$ cat src/rtl/mc_ctrl.sv
// mc_ctrl: multi-cycle control unit for the MIPS-subset core.
//
// Walks the shared datapath (one memory port, one ALU, IR/MDR/A/B/ALUOut)
// through fetch, decode, execute, memory and write-back. Memory phases use a
// request/acknowledge handshake and stretch for as long as mem_ack stays low.
//
// Ports
//   clk                 system clock, rising edge
//   rst                 asynchronous active-low reset
//   RT..bne             one-hot instruction flags decoded from the current IR
//   zero                ALU zero flag (branch condition)
//   mem_ack             memory finished the current access this cycle
//   mem_read/mem_write  memory request strobes, held until mem_ack
//   i_or_d              memory address select: 0 PC, 1 ALUOut
//   ir_write            load IR/MDR from memory
//   pc_write            PC load enable, branch condition already applied
//   pc_src              00 ALU, 01 ALUOut, 10 jump target, 11 register A
//   alu_src_a           0 PC, 1 A
//   alu_src_b           00 B, 01 const 4, 10 sext imm, 11 sext imm << 2
//   alu_op              00 add, 01 sub, 10 funct, 11 and
//   reg_dst             00 rt, 01 rd, 10 r31
//   mem_to_reg          00 ALUOut, 01 MDR, 10 PC
//   reg_write           register-file write enable
//   instr_done          pulse in the last cycle of every instruction
//   illegal             pulse when decode finds no flag set
//
// state | meaning
// ------+-------------------------------------------------------------
// IF    | fetch: read mem[PC], PC <= PC+4 on ack
// ID    | decode: ALUOut <= PC + (imm << 2) for branches
// EXR   | R-type execute with funct-controlled ALU
// EXI   | immediate execute (addi add, andi and)
// MADR  | lw/sw effective address into ALUOut
// MRD   | data read at ALUOut, wait for ack
// MWB   | write MDR to rt
// MWR   | data write at ALUOut, wait for ack (last state of sw)
// RWB   | write ALUOut to rd
// IWB   | write ALUOut to rt
// BR    | compare A/B, conditional PC <= ALUOut
// JMP   | PC <= jump target
// JAL   | PC <= jump target, r31 <= PC (already PC+4)
// JR    | PC <= A

module mc_ctrl (
   input  logic       clk,
   input  logic       rst,
   input  logic       RT,
   input  logic       addi,
   input  logic       andi,
   input  logic       lw,
   input  logic       sw,
   input  logic       j,
   input  logic       jal,
   input  logic       jr,
   input  logic       beq,
   input  logic       bne,
   input  logic       zero,
   input  logic       mem_ack,
   output logic       mem_read,
   output logic       mem_write,
   output logic       i_or_d,
   output logic       ir_write,
   output logic       pc_write,
   output logic [1:0] pc_src,
   output logic       alu_src_a,
   output logic [1:0] alu_src_b,
   output logic [1:0] alu_op,
   output logic [1:0] reg_dst,
   output logic [1:0] mem_to_reg,
   output logic       reg_write,
   output logic       instr_done,
   output logic       illegal
);

   localparam logic [3:0] S_IF   = 4'd0;
   localparam logic [3:0] S_ID   = 4'd1;
   localparam logic [3:0] S_EXR  = 4'd2;
   localparam logic [3:0] S_EXI  = 4'd3;
   localparam logic [3:0] S_MADR = 4'd4;
   localparam logic [3:0] S_MRD  = 4'd5;
   localparam logic [3:0] S_MWB  = 4'd6;
   localparam logic [3:0] S_MWR  = 4'd7;
   localparam logic [3:0] S_RWB  = 4'd8;
   localparam logic [3:0] S_IWB  = 4'd9;
   localparam logic [3:0] S_BR   = 4'd10;
   localparam logic [3:0] S_JMP  = 4'd11;
   localparam logic [3:0] S_JAL  = 4'd12;
   localparam logic [3:0] S_JR   = 4'd13;

   logic [3:0] state;
   logic [3:0] state_nxt;
   logic [3:0] decode_target;

   always_ff @(posedge clk or negedge rst) begin
      if (!rst) begin
         state <= S_IF;
      end else begin
         state <= state_nxt;
      end
   end

   // Decode dispatch. The if-chain order resolves multiple set flags.
   always_comb begin
      decode_target = S_IF;
      if (RT)        decode_target = S_EXR;
      else if (lw)   decode_target = S_MADR;
      else if (sw)   decode_target = S_MADR;
      else if (addi) decode_target = S_EXI;
      else if (andi) decode_target = S_EXI;
      else if (beq)  decode_target = S_BR;
      else if (bne)  decode_target = S_BR;
      else if (jal)  decode_target = S_JAL;
      else if (j)    decode_target = S_JMP;
      else if (jr)   decode_target = S_JR;
   end

   always_comb begin
      state_nxt = state;
      case (state)
         S_IF:    state_nxt = mem_ack ? S_ID : S_IF;
         S_ID:    state_nxt = decode_target;
         S_EXR:   state_nxt = S_RWB;
         S_EXI:   state_nxt = S_IWB;
         S_MADR:  state_nxt = lw ? S_MRD : S_MWR;
         S_MRD:   state_nxt = mem_ack ? S_MWB : S_MRD;
         S_MWB:   state_nxt = S_IF;
         S_MWR:   state_nxt = mem_ack ? S_IF : S_MWR;
         S_RWB:   state_nxt = S_IF;
         S_IWB:   state_nxt = S_IF;
         S_BR:    state_nxt = S_IF;
         S_JMP:   state_nxt = S_IF;
         S_JAL:   state_nxt = S_IF;
         S_JR:    state_nxt = S_IF;
         default: state_nxt = S_IF;
      endcase
   end

   always_comb begin
      mem_read   = 1'b0;
      mem_write  = 1'b0;
      i_or_d     = 1'b0;
      ir_write   = 1'b0;
      pc_write   = 1'b0;
      pc_src     = 2'b00;
      alu_src_a  = 1'b0;
      alu_src_b  = 2'b00;
      alu_op     = 2'b00;
      reg_dst    = 2'b00;
      mem_to_reg = 2'b00;
      reg_write  = 1'b0;
      instr_done = 1'b0;
      illegal    = 1'b0;
      case (state)
         S_IF: begin
            mem_read  = 1'b1;
            alu_src_b = 2'b01;
            ir_write  = mem_ack;
            pc_write  = mem_ack;
         end
         S_ID: begin
            alu_src_b = 2'b11;
            if (decode_target == S_IF) begin
               illegal    = 1'b1;
               instr_done = 1'b1;
            end
         end
         S_EXR: begin
            alu_src_a = 1'b1;
            alu_op    = 2'b10;
         end
         S_EXI: begin
            alu_src_a = 1'b1;
            alu_src_b = 2'b10;
            alu_op    = (andi && !addi) ? 2'b11 : 2'b00;
         end
         S_MADR: begin
            alu_src_a = 1'b1;
            alu_src_b = 2'b10;
         end
         S_MRD: begin
            mem_read = 1'b1;
            i_or_d   = 1'b1;
         end
         S_MWB: begin
            reg_write  = 1'b1;
            mem_to_reg = 2'b01;
            instr_done = 1'b1;
         end
         S_MWR: begin
            mem_write  = 1'b1;
            i_or_d     = 1'b1;
            instr_done = mem_ack;
         end
         S_RWB: begin
            reg_write  = 1'b1;
            reg_dst    = 2'b01;
            instr_done = 1'b1;
         end
         S_IWB: begin
            reg_write  = 1'b1;
            instr_done = 1'b1;
         end
         S_BR: begin
            alu_src_a  = 1'b1;
            alu_op     = 2'b01;
            pc_src     = 2'b01;
            pc_write   = (beq & zero) | (bne & ~zero);
            instr_done = 1'b1;
         end
         S_JMP: begin
            pc_src     = 2'b10;
            pc_write   = 1'b1;
            instr_done = 1'b1;
         end
         S_JAL: begin
            pc_src     = 2'b10;
            pc_write   = 1'b1;
            reg_write  = 1'b1;
            reg_dst    = 2'b10;
            mem_to_reg = 2'b10;
            instr_done = 1'b1;
         end
         S_JR: begin
            pc_src     = 2'b11;
            pc_write   = 1'b1;
            instr_done = 1'b1;
         end
         default: begin
            mem_read = 1'b0;
         end
      endcase

      // The state register already sits in IF during reset; this keeps the
      // IF strobes from reaching memory until reset is released.
      if (!rst) begin
         mem_read   = 1'b0;
         mem_write  = 1'b0;
         i_or_d     = 1'b0;
         ir_write   = 1'b0;
         pc_write   = 1'b0;
         pc_src     = 2'b00;
         alu_src_a  = 1'b0;
         alu_src_b  = 2'b00;
         alu_op     = 2'b00;
         reg_dst    = 2'b00;
         mem_to_reg = 2'b00;
         reg_write  = 1'b0;
         instr_done = 1'b0;
         illegal    = 1'b0;
      end
   end

endmodule
$ cat config.mk
export PLATFORM = sky130hd
export DESIGN_NAME = mc_ctrl
export DESIGN_NICKNAME = d
export VERILOG_FILES = /design/src/rtl/mc_ctrl.sv
export SDC_FILE = /design/constraint.sdc
export NUM_CORES = 1
export LEC_CHECK = 0
export ABC_AREA = 1
export ABC_CLOCK_PERIOD_IN_PS = 1580
export BUFFER_PORTS_ARGS = -buffer_cell sky130_fd_sc_hd__buf_4
export CAP_MARGIN = 20
export CELL_PAD_IN_SITES_DETAIL_PLACEMENT = 2
export CELL_PAD_IN_SITES_GLOBAL_PLACEMENT = 2
export CORE_MARGIN = 8
export CORE_UTILIZATION = 20
export DETAILED_ROUTE_END_ITERATION = 8
export GPL_TIMING_DRIVEN = 0
export PLACE_DENSITY_LB_ADDON = 0.05
export SLEW_MARGIN = 20
export SYNTH_ARGS = -nofsm -noshare
export SYNTH_HDL_FRONTEND = slang
export SYNTH_SLANG_ARGS = --single-unit
$ cat constraint.sdc
create_clock -name clk -period 1.58 [get_ports clk]
set_clock_uncertainty 0.05 [all_clocks]
set_input_delay 0 -clock clk [delete_from_list [all_inputs] [get_ports clk]]
set_output_delay 0 -clock clk [all_outputs]
set_load 0.01 [all_outputs]
==> summary.md, run 1 <==
| Metric | Value |
|---|---|
| Worst r2r path cells | `7` |
| Overall die area | `about 5100 um2` |
| Largest registers | `state x4` |
| Commonest non-fill, non-tap cell in the layout | `sky130_fd_sc_hd__buf_4` |
| Max-slew violation total from the final report | `0` |
| H-tree levels | `1` |
| Number of violations of the max-capacitance limit | `0` |
| Startpoint class of the critical path | `flip-flop` |
| Combinational share of power | `between 70% and 80%` |
| Sequential power share | `~17%` |
| Initial Utilization | `about a fifth` |
| TritonCTS clock tree | `done` |
| Power Internal | `roughly 0.65 mW` |
| GR met1 Demand/Resource | `between 10% and 20%` |
| Final Cycle Share | `slightly below 100%` |
| Sink of the worst hold path | `state[0]` |
| Sequential fraction of the synthesis area | `between 10% and 20%` |
| First-pass GRT wire length | `roughly 4.7 mm` |
| Category of the most critical setup path | `reg -> out` |
| Cell area after synthesis | `between 600 and 700 um2` |
| Worst reg2reg setup slack | `roughly 0.34 ns` |
| Detailed placer's ending HPWL | `roughly 2.3 mm` |
| Top reg by flops | `state` |
| Final total negative setup slack | `0 ns` |
| Maximum clock rate | `between 600 and 700 MHz` |
| Number of standard-cell rows in the floorplan | `20` |
| Total clock sinks | `4` |
| Root buffer cell | `sky130_fd_sc_hd__clkbuf_4` |
| Setup repair after global routing missed its margin | `true` |
| Endpoint of the lowest-slack register-to-register path | `state[0]` |
| Number of antenna violations at the first check in global routing | `0` |
| Overall routed net length | `around 2.8 mm` |
| Count of different cell masters after synthesis | `23` |
| Clock buffers created by TritonCTS | `3` |
| Post-synthesis net count | `approximately 130` |
| Number of setup violations in the final report | `0` |
| Final hold violation count | `0` |
| Crit. End Element | `primary output` |
| Relative contribution of the clock network to total power | `under 10%` |
| Total via count in the routed design | `862` |
| Core Util, Final | `roughly a third` |
| Global routing usage on met3 | `3.21%` |
| # DRC | `0` |
| Worst Path Required | `between 1.5 and 2 ns` |
| Headroom to the max-slew limit | `about 68%` |
| Transition time at the pin with the least slew margin | `around 0.48 ns` |
| Peak fanout along the critical path | `5` |
| Per-instance average area after synthesis | `about 5.6 um2` |
| Core area | `3000 um2` |
| Worst ir drop on vdd | `just under 0.6 mV` |
| Flip-flop and latch count after synthesis | `4` |
| Switching part of the total power | `a little over half` |
| Top library cells by usage in the layout, fill and taps aside | `39 x sky130_fd_sc_hd__buf_4, 20 x sky130_fd_sc_hd__nand2_1, 15 x sky130_fd_sc_hd__nor2_1, 13 x sky130_fd_sc_hd__inv_1, 10 x sky130_fd_sc_hd__a21oi_1` |
| Start of the worst register-to-register path | `state[1]` |
| Post-detailed-route count of antenna-violating nets | `0` |
| Pin count of the biggest net entering global routing | `11` |
| Vias per cell | `around 4.6` |
| Gp weighted congestion | `between 0.7 and 0.8` |
| Final Net Count | `170` |
| Number of buffers between clock root and the deepest sink | `2` |
| Gate count of the mapped netlist | `approximately 110` |
| Die Height | `71.7 um` |
| Area Growth Syn to Fin | `64.8%` |
| Number of warnings reported in the yosys synthesis log | `0` |
| Post-layout power | `between 1 and 1.5 mW` |
| GRT met2 Usage | `about 18%` |
| Top Ports | `33` |
| Power density over the cells | `~1300 nW/um2` |
| Share of cells above drive strength 1 | `approximately 45%` |
| Max reg flops | `4` |
| Diode count | `0` |
| Result of the run | `completed` |
| Leftover overflow at the end of global routing | `0` |
| Leak | `just under 0.5 nW` |
| Die X-Extent | `slightly above 70 um` |
| Post-route minimum period | `~1.6 ns` |
| Worst min-delay path category | `in -> reg` |
| CTS clk-pin slew, worst paths | `0.04 ns` |
| # port buffers | `32` |
| Routed wirelength normalized by instance count | `between 10 and 15 um` |
| Detailed-router iteration count before antenna repair | `4` |
| Net Switching | `0.712 mW` |
| Overall fraction of global-route tracks in use | `10.9%` |
| Clock latency on the worst-skew pair | `roughly 0.23 ns` |
| Starting DRT DRC Count | `14` |
| Hold Crit Start | `mem_ack` |
| GRT busiest layer | `met2` |
| Worst hold path depth | `3` |
| CP arrival | `between 1.5 and 2 ns` |
| Number of global-route vias before repair | `965` |
-- power by group through the flow --
stage | clock [mW] | combinational [mW] | sequential [mW]
after CTS | 0.129 | 0.963 | 0.214
after global routing | 0.138 | 1.13 | 0.234
after detailed placement | 0 | 0.875 | 0.218
after floorplan | 0 | 0.547 | 0.201
after global placement | 0 | 0.855 | 0.216
final | 0.126 | 1.01 | 0.225
-- repair_timing --
item | in CTS | in global routing
pin swaps | 1 | 1
resized for setup | 5 | 6
setup endpoints to repair | 5 | 13
buffers inserted | 4 | 2
endpoints found under the hold margin | 5 | 0
hold buffers | 2 | 0
-- metrics by stage --
step | area [um2] | instances | hold slack, ns | setup slack (ns)
5_1_grt | 1020 | 187 | 0.0927 | -0.0789
3_5_place_dp | 901 | 176 | -0.238 | 0.189
2_1_floorplan | 619 | 111 | -0.346 | 0.349
3_3_place_gp | 901 | 176 | -0.242 | 0.232
6_report | 1020 | 187 | 0.0698 | 0.0180
4_1_cts | 983 | 185 | 0.0713 | 0.00874
-- area by class of cell --
cell class | count | area (um2)
inverters | 21 | 78.8
well taps | 33 | 41.3
multi-input cells | 84 | 458
plain buffers | 2 | 11.3
clock buffers | 3 | 22.5
flip-flops and latches | 4 | 104
repair buffers | 40 | 305
fillers | 390 | 1980
-- how the worst max path moves through the flow --
| stage | depth (start not counted) | slack, ns | to | startpoint |
|---|---|---|---|---|
| after global placement | 8 | 0.23 | alu_src_a | state[2] |
| after CTS | 8 | 0.009 | instr_done | state[3] |
| after floorplan | 4 | 0.35 | reg_dst[1] | state[1] |
| final | 8 | 0.02 | instr_done | state[1] |
| after detailed placement | 8 | 0.19 | alu_src_b[1] | state[2] |
| after global routing | 8 | -0.08 | instr_done | state[1] |
-- synth_stat cells --
cell type,number,area (um2)
sky130_fd_sc_hd__clkbuf_1,1,3.75
sky130_fd_sc_hd__nor2_4,4,45.0
sky130_fd_sc_hd__a21oi_1,11,55.1
sky130_fd_sc_hd__mux2_2,1,11.3
sky130_fd_sc_hd__o211ai_1,2,15.0
sky130_fd_sc_hd__o21ai_2,1,8.76
sky130_fd_sc_hd__a21oi_2,1,8.76
sky130_fd_sc_hd__nor3_1,3,15.0
sky130_fd_sc_hd__nand3b_1,1,7.51
sky130_fd_sc_hd__inv_1,13,48.8
sky130_fd_sc_hd__nor2_2,3,18.8
sky130_fd_sc_hd__inv_2,7,26.3
sky130_fd_sc_hd__nor3_2,1,10.0
sky130_fd_sc_hd__buf_4,1,7.51
sky130_fd_sc_hd__nand3_1,9,45.0
sky130_fd_sc_hd__dfrtp_1,4,100
sky130_fd_sc_hd__o21ai_0,5,25.0
sky130_fd_sc_hd__nand2_2,1,6.26
sky130_fd_sc_hd__a31oi_1,1,6.26
sky130_fd_sc_hd__clkinv_1,1,3.75
sky130_fd_sc_hd__nor2_1,17,63.8
sky130_fd_sc_hd__o21ai_1,1,5.00
sky130_fd_sc_hd__nand2_1,22,82.6
-- routing by layer --
layer	share of wire [%]	up-vias
met5	0	-
met4	0	0
met3	5.9	0
met2	47	22
met1	47	401
li1	-	439
-- cells by family after synthesis --
group	after synthesis	synth area share (%)
DFF	4	16.2
muxes	1	1.82
and+or+nand+nor	61	47.5
buffers and inverters	23	14.5
AOI/OAI and AO/OA	22	20.0
-- critical path, cell delays in order, from the launching register on --
cell	delay, ns
sky130_fd_sc_hd__dfrtp_2	0.43
sky130_fd_sc_hd__inv_2	0.10
sky130_fd_sc_hd__nand2_1	0.10
sky130_fd_sc_hd__nor2_4	0.16
sky130_fd_sc_hd__nand2_1	0.06
sky130_fd_sc_hd__nor2_1	0.09
sky130_fd_sc_hd__nand3_1	0.08
sky130_fd_sc_hd__a21oi_2	0.12
sky130_fd_sc_hd__buf_4	0.13
Note: power is estimated with default switching activity, not from simulation.
==> run 2, diff against run 1 <==
--- a/config.mk
+++ b/config.mk
@@ -6,13 +6,14 @@
 export NUM_CORES = 1
 export LEC_CHECK = 0
 export ABC_AREA = 1
-export ABC_CLOCK_PERIOD_IN_PS = 1580
+export ABC_CLOCK_PERIOD_IN_PS = 1700
 export BUFFER_PORTS_ARGS = -buffer_cell sky130_fd_sc_hd__buf_4
 export CAP_MARGIN = 20
 export CELL_PAD_IN_SITES_DETAIL_PLACEMENT = 2
 export CELL_PAD_IN_SITES_GLOBAL_PLACEMENT = 2
 export CORE_MARGIN = 8
 export CORE_UTILIZATION = 20
+export CTS_BUF_LIST = sky130_fd_sc_hd__clkbuf_8 sky130_fd_sc_hd__clkbuf_16
 export DETAILED_ROUTE_END_ITERATION = 8
 export GPL_TIMING_DRIVEN = 0
 export PLACE_DENSITY_LB_ADDON = 0.05
==> constraint.sdc (replaced) <==
create_clock -name clk -period 1.7 [get_ports clk]
set_clock_uncertainty 0.05 [all_clocks]
set_input_delay 0 -clock clk [delete_from_list [all_inputs] [get_ports clk]]
set_output_delay 0 -clock clk [all_outputs]
set_load 0.01 [all_outputs]
==> run 2 against run 1 <==
  * First-iteration DRC count down 29%
  * Core utilization down 1.3 points
  * Combinational power down 19%
  * Register-to-register slack better by 0.06 ns
  * Setup slack better by 0.10 ns
  * Clock-buffer cell count unchanged
  * Critical path depth unchanged
  * Cell count down 2.7%
  * Non-clock buffer count down 5
  * Sequential power down 7%
==> summary.md, run 2 (synthesized netlist as in run 1, its figures left out) <==
| Metric | Value |
|---|---|
| Number of antenna violations at the first check in global routing | `0 (unchanged)` |
| Most prevalent standard cell on the critical path | `sky130_fd_sc_hd__nand2_1` |
| Die X-Extent | `71.7 um (unchanged)` |
| H-tree levels | `1 (unchanged)` |
| Overall routed net length | `2.75 mm (-1.4%)` |
| Leftover overflow at the end of global routing | `0 (unchanged)` |
| Area occupied by registers | `101 um2 (-2.4%)` |
| Area Growth Syn to Fin | `58.4%` |
| Number of buffers between clock root and the deepest sink | `2 (unchanged)` |
| Worst Path Required | `1.65 ns (+0.12 ns)` |
| Result of the run | `completed` |
| CP top delay family | `simple AND/OR/NAND/NOR gates` |
| Worst ir drop on vdd | `0.616 mV (+4.4%)` |
| Post-detailed-route count of antenna-violating nets | `0 (unchanged)` |
| Category of the most critical setup path | `reg -> out` |
| Worst min-delay path category | `in -> async` |
| Top library cells by usage in the layout, fill and taps aside | `34 x sky130_fd_sc_hd__buf_4, 21 x sky130_fd_sc_hd__nand2_1, 14 x sky130_fd_sc_hd__nor2_1, 13 x sky130_fd_sc_hd__inv_1, 11 x sky130_fd_sc_hd__a21oi_1` |
| Core Util, Final | `32.7% (-1.3 points)` |
| Final Net Count | `165 (-2.9%)` |
| Power density over the cells | `1250 nW/um2 (-6.0%)` |
| Crit. End Element | `primary output` |
| # DRC | `0 (unchanged)` |
| Startpoint class of the critical path | `flip-flop` |
| Max-slew violation total from the final report | `0 (unchanged)` |
| Leak | `0.469 nW (-5.3%)` |
| TritonCTS clock tree | `done` |
| CP arrival | `1.53 ns (+0.02 ns)` |
| Max reg flops | `4 (unchanged)` |
| Detailed placer's ending HPWL | `2.33 mm (unchanged)` |
| Initial Utilization | `20.6% (unchanged)` |
| Number of standard-cell rows in the floorplan | `20 (unchanged)` |
| Vias per cell | `4.71 (+2.2%)` |
| Post-route minimum period | `about 1.6 ns` |
| Total via count in the routed design | `857 (-0.58%)` |
| Die Height | `71.7 um (unchanged)` |
| Final hold slack | `0.125 ns (+0.0554 ns)` |
| Post-layout power | `1.23 mW (-9.7%)` |
| Commonest non-fill, non-tap cell in the layout | `sky130_fd_sc_hd__buf_4` |
| Top reg by flops | `state` |
| Layout filler cell count | `388 (-0.51%)` |
| # port buffers | `32 (unchanged)` |
| Gp weighted congestion | `0.759 (unchanged)` |
| Routed wirelength normalized by instance count | `15.1 um (+1.3%)` |
| Headroom to the max-slew limit | `69.3% (+1.3 points)` |
| Number of setup violations in the final report | `0 (unchanged)` |
| Core area | `3000 um2 (unchanged)` |
| CTS clk-pin slew, worst paths | `0.03 ns (about the same)` |
| Area of the multi-input gates | `439 um2 (-4.1%)` |
| Overall fraction of global-route tracks in use | `11.1% (+0.17 points)` |
| Number of violations of the max-capacitance limit | `0 (unchanged)` |
| Largest registers | `state x4` |
| Maximum clock rate | `around 630 MHz` |
| Top Ports | `33 (unchanged)` |
| List of cells traversed by the critical path | `inv_2, nand2_1, nor2_4, nand2_1, nor2_1, nand3_1, a21oi_1, buf_4` |
| Starting DRT DRC Count | `10 (-4)` |
| Crit-path max cell delay | `0.44 ns (about the same)` |
| Share of cells above drive strength 1 | `40.9% (-3.9 points)` |
| Diode count | `0 (unchanged)` |
| Root buffer cell | `sky130_fd_sc_hd__clkbuf_8` |
| Final Cycle Share | `slightly above 90%` |
| Detailed-router iteration count before antenna repair | `2 (-2)` |
| Transition time at the pin with the least slew margin | `0.460 ns (-0.0201 ns)` |
| Number of global-route vias before repair | `935 (-3.1%)` |
| First-pass GRT wire length | `4.62 mm (-0.73%)` |
| Clock latency on the worst-skew pair | `0.21 ns (-0.02 ns)` |
| Final hold violation count | `0 (unchanged)` |
| Total clock sinks | `4 (unchanged)` |
| Crit path max-delay cell type | `sky130_fd_sc_hd__dfrtp_1` |
| Peak fanout along the critical path | `5 (unchanged)` |
| Overall die area | `5130 um2 (unchanged)` |
| Pin count of the biggest net entering global routing | `11 (unchanged)` |
| Clock buffers created by TritonCTS | `3 (unchanged)` |
| Number of buffers and inverters on the critical path | `2 (unchanged)` |
==> run 2: changes by cell type in the layout (fill, tap and decap cells not counted), moves of 2 or more <==
cell                       delta
sky130_fd_sc_hd__clkbuf_4     -3
sky130_fd_sc_hd__clkbuf_8     +3
sky130_fd_sc_hd__nor2_2       +2
sky130_fd_sc_hd__dfrtp_2      -2
sky130_fd_sc_hd__nand2_4      -2
sky130_fd_sc_hd__dfrtp_1      +2
sky130_fd_sc_hd__buf_4        -5
==> run 2: path summary, 6_finish.rpt <==
check	startpoint	end	depth (start not counted)	slack, ns
worst max-delay path	state[1]	instr_done	8	0.12
worst min-delay path	rst	state[2]	2	0.13
worst max register to register	state[1]	state[1]	7	0.40
worst min register to register	state[3]	state[1]	3	0.65
max in group asynchronous	rst	state[3]	2	1.29
min in group clk	mem_ack	state[0]	3	0.14
==> run 2: per-stage QoR <==
stage	setup WS, ns	setup TNS (ns)	instances	cell area (um2)
2_1_floorplan	0.469	0	111	619
3_3_place_gp	0.352	0	176	901
3_5_place_dp	0.309	0	176	901
4_1_cts	0.0115	0	181	962
5_1_grt	-0.00533	-0.00533	182	981
6_report	0.121	0	182	981
==> run 2: per-layer routing <==
layer	GRT usage [%]	part of all wire, %
met1	13.5	47
met2	18.3	46
met3	3.35	6.2
met4	2.72	0.69
met5	0	0
==> run 2: cell type report <==
class | count | share of cell area (%)
clock buffer | 3 | 4.21
sequential | 4 | 10.3
timing repair buffer | 35 | 27.3
tap | 33 | 4.21
multi-input combinational | 84 | 44.8
inverter | 21 | 8.04
buffer | 2 | 1.15
==> run 2: worst reg2reg max path, stage by stage, from the launching register on <==
cell	delay, ns
sky130_fd_sc_hd__dfrtp_1	0.44
sky130_fd_sc_hd__inv_2	0.09
sky130_fd_sc_hd__nand2_1	0.12
sky130_fd_sc_hd__inv_1	0.12
sky130_fd_sc_hd__nand3_1	0.08
sky130_fd_sc_hd__o21ai_1	0.06
sky130_fd_sc_hd__a21oi_1	0.14
sky130_fd_sc_hd__o21ai_2	0.08
==> run 2: repair_timing <==
item                       in CTS  in global routing
hold buffers                    2                  0
gates resized for setup         0                  5
buffers inserted                0                  1
hold endpoints to repair        5                  0
setup endpoints to repair       0                  4
==> run 2: power breakdown <==
group	total (mW)	switching, mW	internal (mW)
registers	0.209	0.0692	0.139
logic	0.823	0.508	0.315
clock network	0.197	0.0464	0.151
==> run 3, diff against run 2 <==
==> config.mk (replaced) <==
export PLATFORM = sky130hd
export DESIGN_NAME = mc_ctrl
export DESIGN_NICKNAME = d
export VERILOG_FILES = /design/src/rtl/mc_ctrl.sv
export SDC_FILE = /design/constraint.sdc
export NUM_CORES = 1
export LEC_CHECK = 0
export ABC_AREA = 1
export ABC_CLOCK_PERIOD_IN_PS = 1460
export BUFFER_PORTS_ARGS = -buffer_cell sky130_fd_sc_hd__buf_4
export CAP_MARGIN = 20
export CELL_PAD_IN_SITES_DETAIL_PLACEMENT = 0
export CELL_PAD_IN_SITES_GLOBAL_PLACEMENT = 1
export CORE_MARGIN = 8
export CORE_UTILIZATION = 27
export CTS_BUF_LIST = sky130_fd_sc_hd__clkbuf_8 sky130_fd_sc_hd__clkbuf_16
export DETAILED_ROUTE_END_ITERATION = 8
export PLACE_DENSITY_LB_ADDON = 0.05
export SLEW_MARGIN = 20
export SYNTH_ARGS = -nofsm -noshare
export SYNTH_HDL_FRONTEND = slang
export SYNTH_SLANG_ARGS = --single-unit
==> constraint.sdc (replaced) <==
create_clock -name clk -period 1.46 [get_ports clk]
set_clock_uncertainty 0.05 [all_clocks]
set_input_delay 0 -clock clk [delete_from_list [all_inputs] [get_ports clk]]
set_output_delay 0 -clock clk [all_outputs]
set_load 0.01 [all_outputs]
==> run 3 against run 2 <==
  * The run now ends with negative setup slack left
  * Sequential share of layout area shrank 0.37 points
  * Largest power group unchanged
  * Setup slack got worse by 0.15 ns
  * Sequential cell count stayed put
  * Wire length down 19%
  * Via count fell by 3.4%
  * Register-to-register slack lost 0.22 ns
  * Sequential power up 13%
  * Global-route usage is 0.062 points lower
  * Worst hold slack got worse by 0.052 ns
  * Power increased by 26%
==> summary.md, run 3 (synthesized netlist as in run 1, its figures left out) <==
| Metric | Value |
|---|---|
| Worst min-delay path category | `in -> reg` |
| Top library cells by usage in the layout, fill and taps aside | `38 x sky130_fd_sc_hd__buf_4, 19 x sky130_fd_sc_hd__nand2_1, 15 x sky130_fd_sc_hd__nor2_1, 13 x sky130_fd_sc_hd__inv_1` |
| Clock buffers created by TritonCTS | `3 (unchanged)` |
| Number of setup violations in the final report | `1 (+1)` |
| # port buffers | `32 (unchanged)` |
| Category of the most critical setup path | `reg -> out` |
| Number of antenna violations at the first check in global routing | `0 (unchanged)` |
| Top reg by flops | `state` |
| Failing checks | `negative setup slack` |
| Final hold violation count | `0 (unchanged)` |
| Final Cycle Share | `102%` |
| Number of instances in the placed design | `170 (-3.4%)` |
| Headroom to the max-slew limit | `83.9% (+15 points)` |
| Worst hold path depth | `3` |
| Largest registers | `state x4` |
| Final hold slack | `0.0736 ns (-0.0516 ns)` |
| Leak | `0.490 nW (+4.6%)` |
| Die X-Extent | `63.9 um (-11%)` |
| GRT busiest layer | `met2` |
| Global routing usage on met3 | `2.96% (-0.39 points)` |
| Starting DRT DRC Count | `21 (+11)` |
| Max-slew violation total from the final report | `0 (unchanged)` |
| Result of the run | `finished, violations left` |
| Clock latency on the worst-skew pair | `0.21 ns (about the same)` |
| CTS clk-pin slew, worst paths | `0.03 ns (about the same)` |
| Worst Slack Setup Final | `-0.0245 ns (-0.146 ns)` |
| GRT met2 Usage | `15.9% (-2.4 points)` |
| Overall fraction of global-route tracks in use | `11.0% (-0.062 points)` |
| Final non-filler cell area | `1030 um2 (+5.0%)` |
| Initial Utilization | `28.3% (+7.6 points)` |
| Leftover overflow at the end of global routing | `0 (unchanged)` |
| Worst r2r path cells | `5 (-2)` |
| Core area | `2190 um2 (-27%)` |
| Post-layout power | `1.55 mW (+26%)` |
| Number of buffers between clock root and the deepest sink | `2 (unchanged)` |
| Peak fanout along the critical path | `4 (-1)` |
| Overall die area | `4080 um2 (-20%)` |
| Detailed placer's ending HPWL | `1.80 mm (-23%)` |
| Startpoint class of the critical path | `flip-flop` |
| Core Util, Final | `47.0% (+14 points)` |
| Routed wirelength normalized by instance count | `12.4 um (-18%)` |
| Post-detailed-route count of antenna-violating nets | `0 (unchanged)` |
| Worst slack at placement | `0.120 ns (-0.188 ns)` |
| Die Height | `63.9 um (-11%)` |
| Vias per cell | `4.60 (-2.3%)` |
| Number of violations of the max-capacitance limit | `0 (unchanged)` |
| Worst ir drop on vdd | `1.10 mV (+78%)` |
| Diode count | `0 (unchanged)` |
| Commonest non-fill, non-tap cell in the layout | `sky130_fd_sc_hd__buf_4` |
| Overall routed net length | `2.24 mm (-19%)` |
| Layout filler cell count | `233 (-40%)` |
| Final total negative setup slack | `-0.0245 ns (-0.0245 ns)` |
| # DRC | `0 (unchanged)` |
| Setup repair after global routing missed its margin | `true` |
| Number of global-route vias before repair | `834 (-11%)` |
| Total clock sinks | `4 (unchanged)` |
| Placed cell area | `891 um2 (-1.1%)` |
| Number of non-filler instances in the completed layout | `180 (-1.1%)` |
| Power density over the cells | `1500 nW/um2 (+20%)` |
| Top Ports | `33 (unchanged)` |
| GR met1 Demand/Resource | `14.7% (+1.2 points)` |
| Number of standard-cell rows in the floorplan | `17 (-15%)` |
| Crit. End Element | `primary output` |
| Gp weighted congestion | `0.830 (+9.3%)` |
| Root buffer cell | `sky130_fd_sc_hd__clkbuf_8` |
| Area Growth Syn to Fin | `66.3%` |
| TritonCTS clock tree | `done` |
| Pin count of the biggest net entering global routing | `17 (+6)` |
| Final Net Count | `168 (+1.8%)` |
| Maximum clock rate | `674 MHz` |
| CP arrival | `1.43 ns (-0.10 ns)` |
| H-tree levels | `1 (unchanged)` |
| Detailed-router iteration count before antenna repair | `4 (+2)` |
| Max reg flops | `4 (unchanged)` |
| Share of cells above drive strength 1 | `46.1% (+5.1 points)` |
| First-pass GRT wire length | `3.71 mm (-20%)` |
| Post-route minimum period | `around 1.5 ns` |
| Total via count in the routed design | `828 (-3.4%)` |
| Transition time at the pin with the least slew margin | `0.241 ns (-0.219 ns)` |
| Worst Path Required | `1.41 ns (-0.24 ns)` |
## run 3: report_power, final
part / internal, mW / switching [mW]
logic: 0.445 / 0.637
registers: 0.165 / 0.0716
clock network: 0.175 / 0.0525
total: 0.785 / 0.761
## run 3: path summary, 6_finish.rpt
| path | start | slack (ns) | end |
|---|---|---|---|
| max | state[3] | -0.02 | instr_done |
| max in group asynchronous | rst | 1.02 | state[3] |
| max reg2reg | state[3] | 0.18 | state[3] |
| min in group asynchronous | rst | 0.15 | state[1] |
| min | mem_ack | 0.07 | state[0] |
| min reg2reg | state[0] | 0.63 | state[1] |
## run 3: worst max-delay path, stage by stage (launching register included)
cell and delay, ns:
sky130_fd_sc_hd__dfrtp_2 0.44, sky130_fd_sc_hd__inv_4 0.09, sky130_fd_sc_hd__nand2_4 0.08, sky130_fd_sc_hd__nor2_4 0.14, sky130_fd_sc_hd__nand2_1 0.06, sky130_fd_sc_hd__nor2_1 0.08, sky130_fd_sc_hd__nand3_1 0.08, sky130_fd_sc_hd__a21oi_2 0.12
sky130_fd_sc_hd__buf_4 0.13
## run 3: area by class of cell
class | count | area, um2 | area share, %
clock buffers | 3 | 41.3 | 4.01
inverters | 21 | 81.3 | 7.90
multi-input cells | 84 | 464 | 45.1
flip-flops and latches | 4 | 103 | 9.96
well taps | 28 | 35.0 | 3.40
repair buffers | 40 | 305 | 29.6
## run 3: per-layer routing
layer,routed length (um),vias to the layer above
li1,-,439
met5,0,-
met1,1090,351
met4,45,0
met2,940,32
met3,157,6
## run 3: what timing repair did
item                                   4_1_cts  5_1_grt
setup buffers                                4        1
hold buffers                                 2        0
endpoints found under the hold margin        5        0
setup endpoints to repair                    7       11
pin swaps                                    1        1
resized for setup                            8        6
